==> src/rtl/prio_pkg.sv <==
// Shared constants, FSM state encoding and a one-hot helper for the
// 8-input priority service controller.
package prio_pkg;

  localparam int N     = 8;
  localparam int IDX_W = 3;

  // Encoding 2'd3 is never entered; the FSM steers it back to IDLE.
  typedef enum logic [1:0] {
    IDLE    = 2'd0,
    OFFER   = 2'd1,
    SERVICE = 2'd2
  } state_t;

  function automatic logic [N-1:0] idx_to_onehot(input logic [IDX_W-1:0] idx);
    logic [N-1:0] code;
    code = '0;
    code[idx] = 1'b1;
    return code;
  endfunction

endpackage

==> src/rtl/prio_sel_8.sv <==
// Combinational highest-set-bit selector: 8-bit vector to {any, idx}.
// Bit 7 has the highest priority, bit 0 the lowest.
module prio_sel_8 (
  input  logic [7:0] vec,
  output logic       any,
  output logic [2:0] idx
);

  // Ascending scan so the last (highest) set bit found wins.
  always_comb begin
    any = |vec;
    idx = 3'd0;
    for (int i = 0; i < 8; i++) begin
      if (vec[i]) idx = 3'(i);
    end
  end

endmodule

==> src/rtl/prio_service_ctrl.sv <==
// Consumer end of the 8-input priority interface: sticky pending vector,
// priority pick, valid/ready offer, then hold until the servicer reports done.
module prio_service_ctrl
  import prio_pkg::*;
(
  input  logic             clk,
  input  logic             rst_n,
  input  logic [N-1:0]     req,
  output logic             out_valid,
  input  logic             out_ready,
  output logic [IDX_W-1:0] out_idx,
  output logic [N-1:0]     out_onehot,
  input  logic             done,
  output logic             busy,
  output logic             idle,
  output logic [N-1:0]     pend
);

  state_t           state_q, state_d;
  logic [IDX_W-1:0] held_idx_q, held_idx_d;
  logic [N-1:0]     pend_q, pend_d;
  logic [N-1:0]     clr;
  logic             sel_any;
  logic [IDX_W-1:0] sel_idx;

  prio_sel_8 u_sel (
    .vec (pend_q),
    .any (sel_any),
    .idx (sel_idx)
  );

  // A request arriving in the same cycle as the retire keeps the bit set,
  // so that source is served again rather than lost.
  always_comb begin
    clr = '0;
    if (state_q == SERVICE && done) clr = idx_to_onehot(held_idx_q);
    pend_d = (pend_q & ~clr) | req;
  end

  always_comb begin
    state_d    = state_q;
    held_idx_d = held_idx_q;
    case (state_q)
      IDLE: begin
        if (sel_any) begin
          held_idx_d = sel_idx;
          state_d    = OFFER;
        end
      end
      OFFER: begin
        if (out_ready) state_d = SERVICE;
      end
      SERVICE: begin
        if (done) state_d = IDLE;
      end
      default: state_d = IDLE;
    endcase
  end

  always_ff @(posedge clk or negedge rst_n) begin
    if (!rst_n) begin
      state_q    <= IDLE;
      held_idx_q <= '0;
      pend_q     <= '0;
    end else begin
      state_q    <= state_d;
      held_idx_q <= held_idx_d;
      pend_q     <= pend_d;
    end
  end

  // Outputs depend on registered state only, never directly on inputs.
  always_comb begin
    out_valid  = (state_q == OFFER);
    busy       = (state_q == OFFER) || (state_q == SERVICE);
    idle       = (pend_q == '0) && (state_q == IDLE);
    out_idx    = held_idx_q;
    out_onehot = busy ? idx_to_onehot(held_idx_q) : '0;
    pend       = pend_q;
  end

endmodule
==> config.mk <==
export PLATFORM = sky130hd
export DESIGN_NAME = prio_service_ctrl
export DESIGN_NICKNAME = d
export VERILOG_FILES = /design/src/rtl/prio_pkg.sv /design/src/rtl/prio_sel_8.sv /design/src/rtl/prio_service_ctrl.sv
export SDC_FILE = /design/constraint.sdc
export NUM_CORES = 1
export LEC_CHECK = 0
export BUFFER_PORTS_ARGS = -buffer_cell sky130_fd_sc_hd__clkbuf_2
export CAP_MARGIN = 15
export CORE_AREA = 3 3 54 56
export DETAILED_ROUTE_END_ITERATION = 8
export DIE_AREA = 0 0 57 59
export PLACE_DENSITY_LB_ADDON = 0.2
export SYNTH_ARGS = -nofsm -noshare
export SYNTH_HDL_FRONTEND = slang
export SYNTH_SLANG_ARGS = --single-unit
==> constraint.sdc <==
create_clock -name clk -period 1.75 [get_ports clk]
set_clock_uncertainty 0.1 [all_clocks]
set_input_delay 0.35 -clock clk [delete_from_list [all_inputs] [get_ports clk]]
set_output_delay 0.35 -clock clk [all_outputs]
set_load 0.01 [all_outputs]
==> Word-level counts from Yosys, hierarchy flattened <==
Index checks and enable logic that the tools add are counted.
{ "word_totals": {"reg_bits": 13, "in_bits": 12, "out_inout_bits": 22, "wordCells": 37} }
{ "op_classes": {"magnitude_cmp": 2, "n_eq_ne": 5, "mux": 15, "bitwise_logic": 3, "n_reduce_logical": 9} }
{ "op_table": {"columns": ["operator", "count"], "rows": [
  ["8-bit two-way mux", 2],
  ["3-bit two-way mux", 4],
  ["2-bit two-way mux", 5],
  ["8-bit AND", 1],
  ["8-bit zero test", 1],
  ["8-bit inverter", 1],
  ["8-bit OR", 1],
  ["8-bit OR reduction", 1],
  ["2-bit case mux with 3 select lines", 1],
  ["3-bit by 4-bit < comparator with 1-bit output, second input constant", 1],
  ["2-bit inequality test, second input constant", 2],
  ["1-bit demux with 3-bit select", 1],
  ["3-bit by 1-bit >= comparator with 1-bit output, second input constant", 1],
  ["1-bit logical AND", 3],
  ["3-bit AND reduction", 1],
  ["2-bit by 1-bit equality test with 1-bit output, second input constant", 1],
  ["2-bit equality test, second input constant", 1],
  ["2-bit zero test", 1],
  ["1-bit two-way mux", 2],
  ["2-bit by 1-bit inequality test with 1-bit output, second input constant", 1],
  ["2-bit AND reduction", 1],
  ["1-bit logical OR", 1]
]} }

==> Longest topological paths before layout <==
{ "logic_depth": {"word_depth": 8, "depth_mapped": 6, "mapped_depth_nobuf": 6} }

==> Cells and area by module <==
A second synthesis with hierarchy kept.
{ "unflattened": {"hier_cells": 79, "hier_area_um2": 737.0} }
{ "by_module_without_submodules": {"columns": ["module", "n_inst", "cells_each", "area_per_inst_um2", "seq_area_each_um2"], "rows": [
  ["prio_service_ctrl", 1, 67, 670.6, 325.3],
  ["prio_sel_8", 1, 12, 66.3, 0.0]
]} }

==> Worst setup path after synthesis <==
No wires, ideal clock.
{ "synth_timing": {"path_kind": "register to output", "startpoint": "reg pend_q[3], in the netlist pend[3]", "endpoint": "out idle", "t_arrival_ps": 1289, "t_required_ps": 1300, "slack_ps": 11, "stages_incl_launch_ff": 4, "path_buffers": 0, "path_cell_list": "dfrtp_1 > or4_4 > nor2_4 > and2_2"} }
{ "synth_via": {"elab_chain_len": 2} }
{ "synth_lines": {"columns": ["item", "line", "rtl"], "rows": [
  ["start: declaration", "prio_service_ctrl.sv:21", "logic [N-1:0] pend_q, pend_d;"],
  ["start signal: assignment", "prio_service_ctrl.sv:68", "pend_q <= pend_d;"],
  ["8-bit zero test", "prio_service_ctrl.sv:76", "idle = (pend_q == '0) && (state_q == IDLE);"],
  ["1-bit logical AND", "prio_service_ctrl.sv:76", null],
  ["end: declaration", "prio_service_ctrl.sv:15", "output logic idle,"]
]} }
Every way passes these cells.

==> Final worst setup path <==
{ "layout_timing": {"startpoint": "reg pend_q[4], in the netlist pend[4]", "endpoint": "out idle"} }
Same word-level chain as after synthesis.

==> results.md <==
- Net Switching: approximately 700 uW
- Worst-margin pin slew: 0.3784 ns
- Area grow syn2layout: 56.61%
- Initial DRC Count: 14
- Outcome: finished with violations
- Die W: 57 um
- DRC viols: 0
- DRT Wirelength: 2040 um
- Yosys cell types: 24
- Flop2flop setup slack: -0.11 ns
- First-pass GRT wire length: 3463 um
- Syn avg cell area: about 9.2 um^2
- WL met2: 1055 um
- Crit-path max cell delay: approximately 0.57 ns
- Core area: 2477 um^2
- Met3 Routed Length: 99 um
- Worst slew margin: 0.7478
- First-pass iteration count of the detailed router: 4
- I/O pins: 34
- Crit start category: flip-flop
- Nets: 150
- Clk slew on worst S/H paths: 0.08 ns
- GRT Resource Usage Total: 0.1338
- Final Hold Viols: 0
- Share of cells above drive strength 1: 0.5113
- Maximum clock frequency: 489.7 MHz
- Crit-path max FO: 3
- Failing checks: negative setup slack
- Lkg Pwr: about 0.00055 uW
- Data required, critical path: 1.30 ns
- Crit path cell chain: or4_4, nor2_4, and2_4, buf_6
- HP Class: primary input to flip-flop
- CTS Buf Count: 3
- Hold slack: between 0.15 and 0.2 ns
- Crit Path Class: flip-flop to output pin
- Remaining antenna violation count: 0
- CTS tree: yes
- Pre-CTS setup slack: -0.01094 ns
- Syn_nets: between 90 and 100
- CP Launch Point: pend[4]$_DFF_PN0_
- FF-to-FF Start: pend[4]$_DFF_PN0_
- Setup TNS Final: -0.5607 ns
- Reg2reg end: state_q[1]$_DFFE_PN0P_
- Row cnt: 18
- Worst setup EP type: output pin
- Max-slew violation count: 0
- Insertion delay to the later sink of the worst-skew pair: 0.27 ns
- Arr. time, crit path: ~1.6 ns
- FF+latch count, synth: 13
- Critical Path End: idle
- Num Clock Sinks: 13
- Gate power share: 0.581
- Clock network power share: 0.113
- Register area share after synthesis: 0.4407
- Period utilization: 1.167
- Final core occ: 0.4667
- Worst reg2reg path depth: 6
- GPL Wtd Cong: around 0.76
- Internal: 943.9 uW
- Pwr/cell area: 1428 nW/um^2
- DR WL/cell: 12.52 um
- Root Buffer Master: clkbuf_4
- Seq pwr share: 0.307
- Initial antenna violation count: 0
- Initial core utilization: 0.2980
- CTS Buffer Depth: 2
- Tmin final: between 2 and 2.5 ns
- DRT met1 WL: 885 um
- Uppermost routed layer: met3
- Post-synthesis cell area: 738.2 um^2
- Max Cap Viol: 0
- Total gr overflow: 0
- RSZ-0062 raised after global routing: true
- Largest net degree at the start of global routing: 14
- Dpl hpwl: around 1500 um
- Warnings, synthesis: 0
- # setup viols final: 7
- Count of port buffers added during placement: 33
- Maximum vdd drop: 0.0008103 V
- Vias per cell: 4.638
- Vias in the first global route: approximately 760
- Die Ht: 59 um
- Number of antenna diodes: 0
- Fin worst setup slack: -0.2923 ns
- Via count: 756
- CP max stage cell: or4_4
- Switching part of the total: 0.4283
- Die area: 3363 um^2
- Cells after synthesis: 80
- H-tree levels: 1
-- what timing repair did --
action | in CTS | in global routing
hold buffers | 1 | 0
pin swaps | 10 | 6
resized for setup | 10 | 14
buffers inserted | 4 | 3
hold endpoints to repair | 13 | 0
setup endpoints to repair | 10 | 12
-- synthesized netlist by cell type, drive strengths merged --
master / instances / share of area
clkbuf: 1 / 0.0051
o22ai: 1 / 0.0085
ha: 4 / 0.068
a21o: 1 / 0.010
nand3: 1 / 0.0068
a21oi: 4 / 0.032
nor3: 2 / 0.014
nand3b: 1 / 0.010
mux2: 1 / 0.020
or4: 2 / 0.031
a22o: 1 / 0.012
o21a: 1 / 0.010
nor2: 9 / 0.056
nand2: 5 / 0.025
dfrtp: 13 / 0.44
o31a: 1 / 0.012
inv: 6 / 0.031
o31ai: 2 / 0.020
and2: 1 / 0.010
nand2b: 13 / 0.11
o21ai: 10 / 0.068
-- power groups by stage --
stage,sequential [uW],clock [uW],combinational (uW)
2_1_floorplan,469,0,448
3_3_place_gp,492,0,686
3_5_place_dp,497,0,698
4_1_cts,504,195,878
5_1_grt,524,212,1050
6_report,506,186,959
-- how the worst min path moves through the flow --
stage,from,end,cells past startpoint
2_1_floorplan,rst_n,out_idx[0]$_DFFE_PN0P_,0
3_3_place_gp,rst_n,pend[4]$_DFF_PN0_,1
3_5_place_dp,rst_n,pend[4]$_DFF_PN0_,1
4_1_cts,req[1],pend[1]$_DFF_PN0_,2
5_1_grt,req[1],pend[1]$_DFF_PN0_,2
6_report,req[1],pend[1]$_DFF_PN0_,2
-- per-layer routing --
metal / vias to the layer above / global-route usage
li1: 381 / -
met1: 353 / 0.1734
met2: 22 / 0.2186
met3: 0 / 0.03050
met4: 0 / 0.04967
met5: - / 0
-- layout make-up --
class,count,area (um^2)
tap,30,37.54
multi-input combinational,60,435.4
sequential,13,326.6
fill,254,1321
timing repair buffer,50,307.8
clock buffer,4,26.28
inverter,6,22.52
-- cell usage in the layout, fill, tap and decap left out, drive strengths merged --
master        n
a22o          1
clkbuf       28
nand3b        1
mux2          1
or4           2
nor3          2
dlygate4sd3   1
o31a          1
o21a          1
a21o          1
nand2b       13
buf          25
a21oi         4
ha            4
o22ai         1
and2          1
nand3         1
inv           6
o21ai        10
nand2         5
o31ai         2
dfrtp        13
nor2          9
-- through the flow --
| stage | cells | instance area, um^2 | power (uW) |
|---|---|---|---|
| after floorplan | 80 | 738.2 | 916.5 |
| after global placement | 151 | 1005 | 1178 |
| after detailed placement | 151 | 1005 | 1195 |
| after CTS | 160 | 1112 | 1577 |
| after global routing | 163 | 1156 | 1784 |
| final | 163 | 1156 | 1651 |
-- sequential cells by signal, summed over array words and instances (netlist names) --
name     cells
out_idx      3
pend         8
state_q      2
-- critical path: cells and delay by family, from the launching register on --
family        cells  cell delay [ns]
simple gates      3             0.84
flops             1             0.39
buf+inv           1             0.09
-- logic make-up (layout without fill, tap and decap cells) --
family	count (synthesis)	count (layout)	synth area share
and+or+nand+nor	34	34	0.2627
AOI/OAI and AO/OA	21	21	0.1729
DFF	13	13	0.4407
buffers and inverters	7	60	0.03559
adders and majority gates	4	4	0.06780
muxes	1	1	0.02033
(Power assumes the default switching activity.)
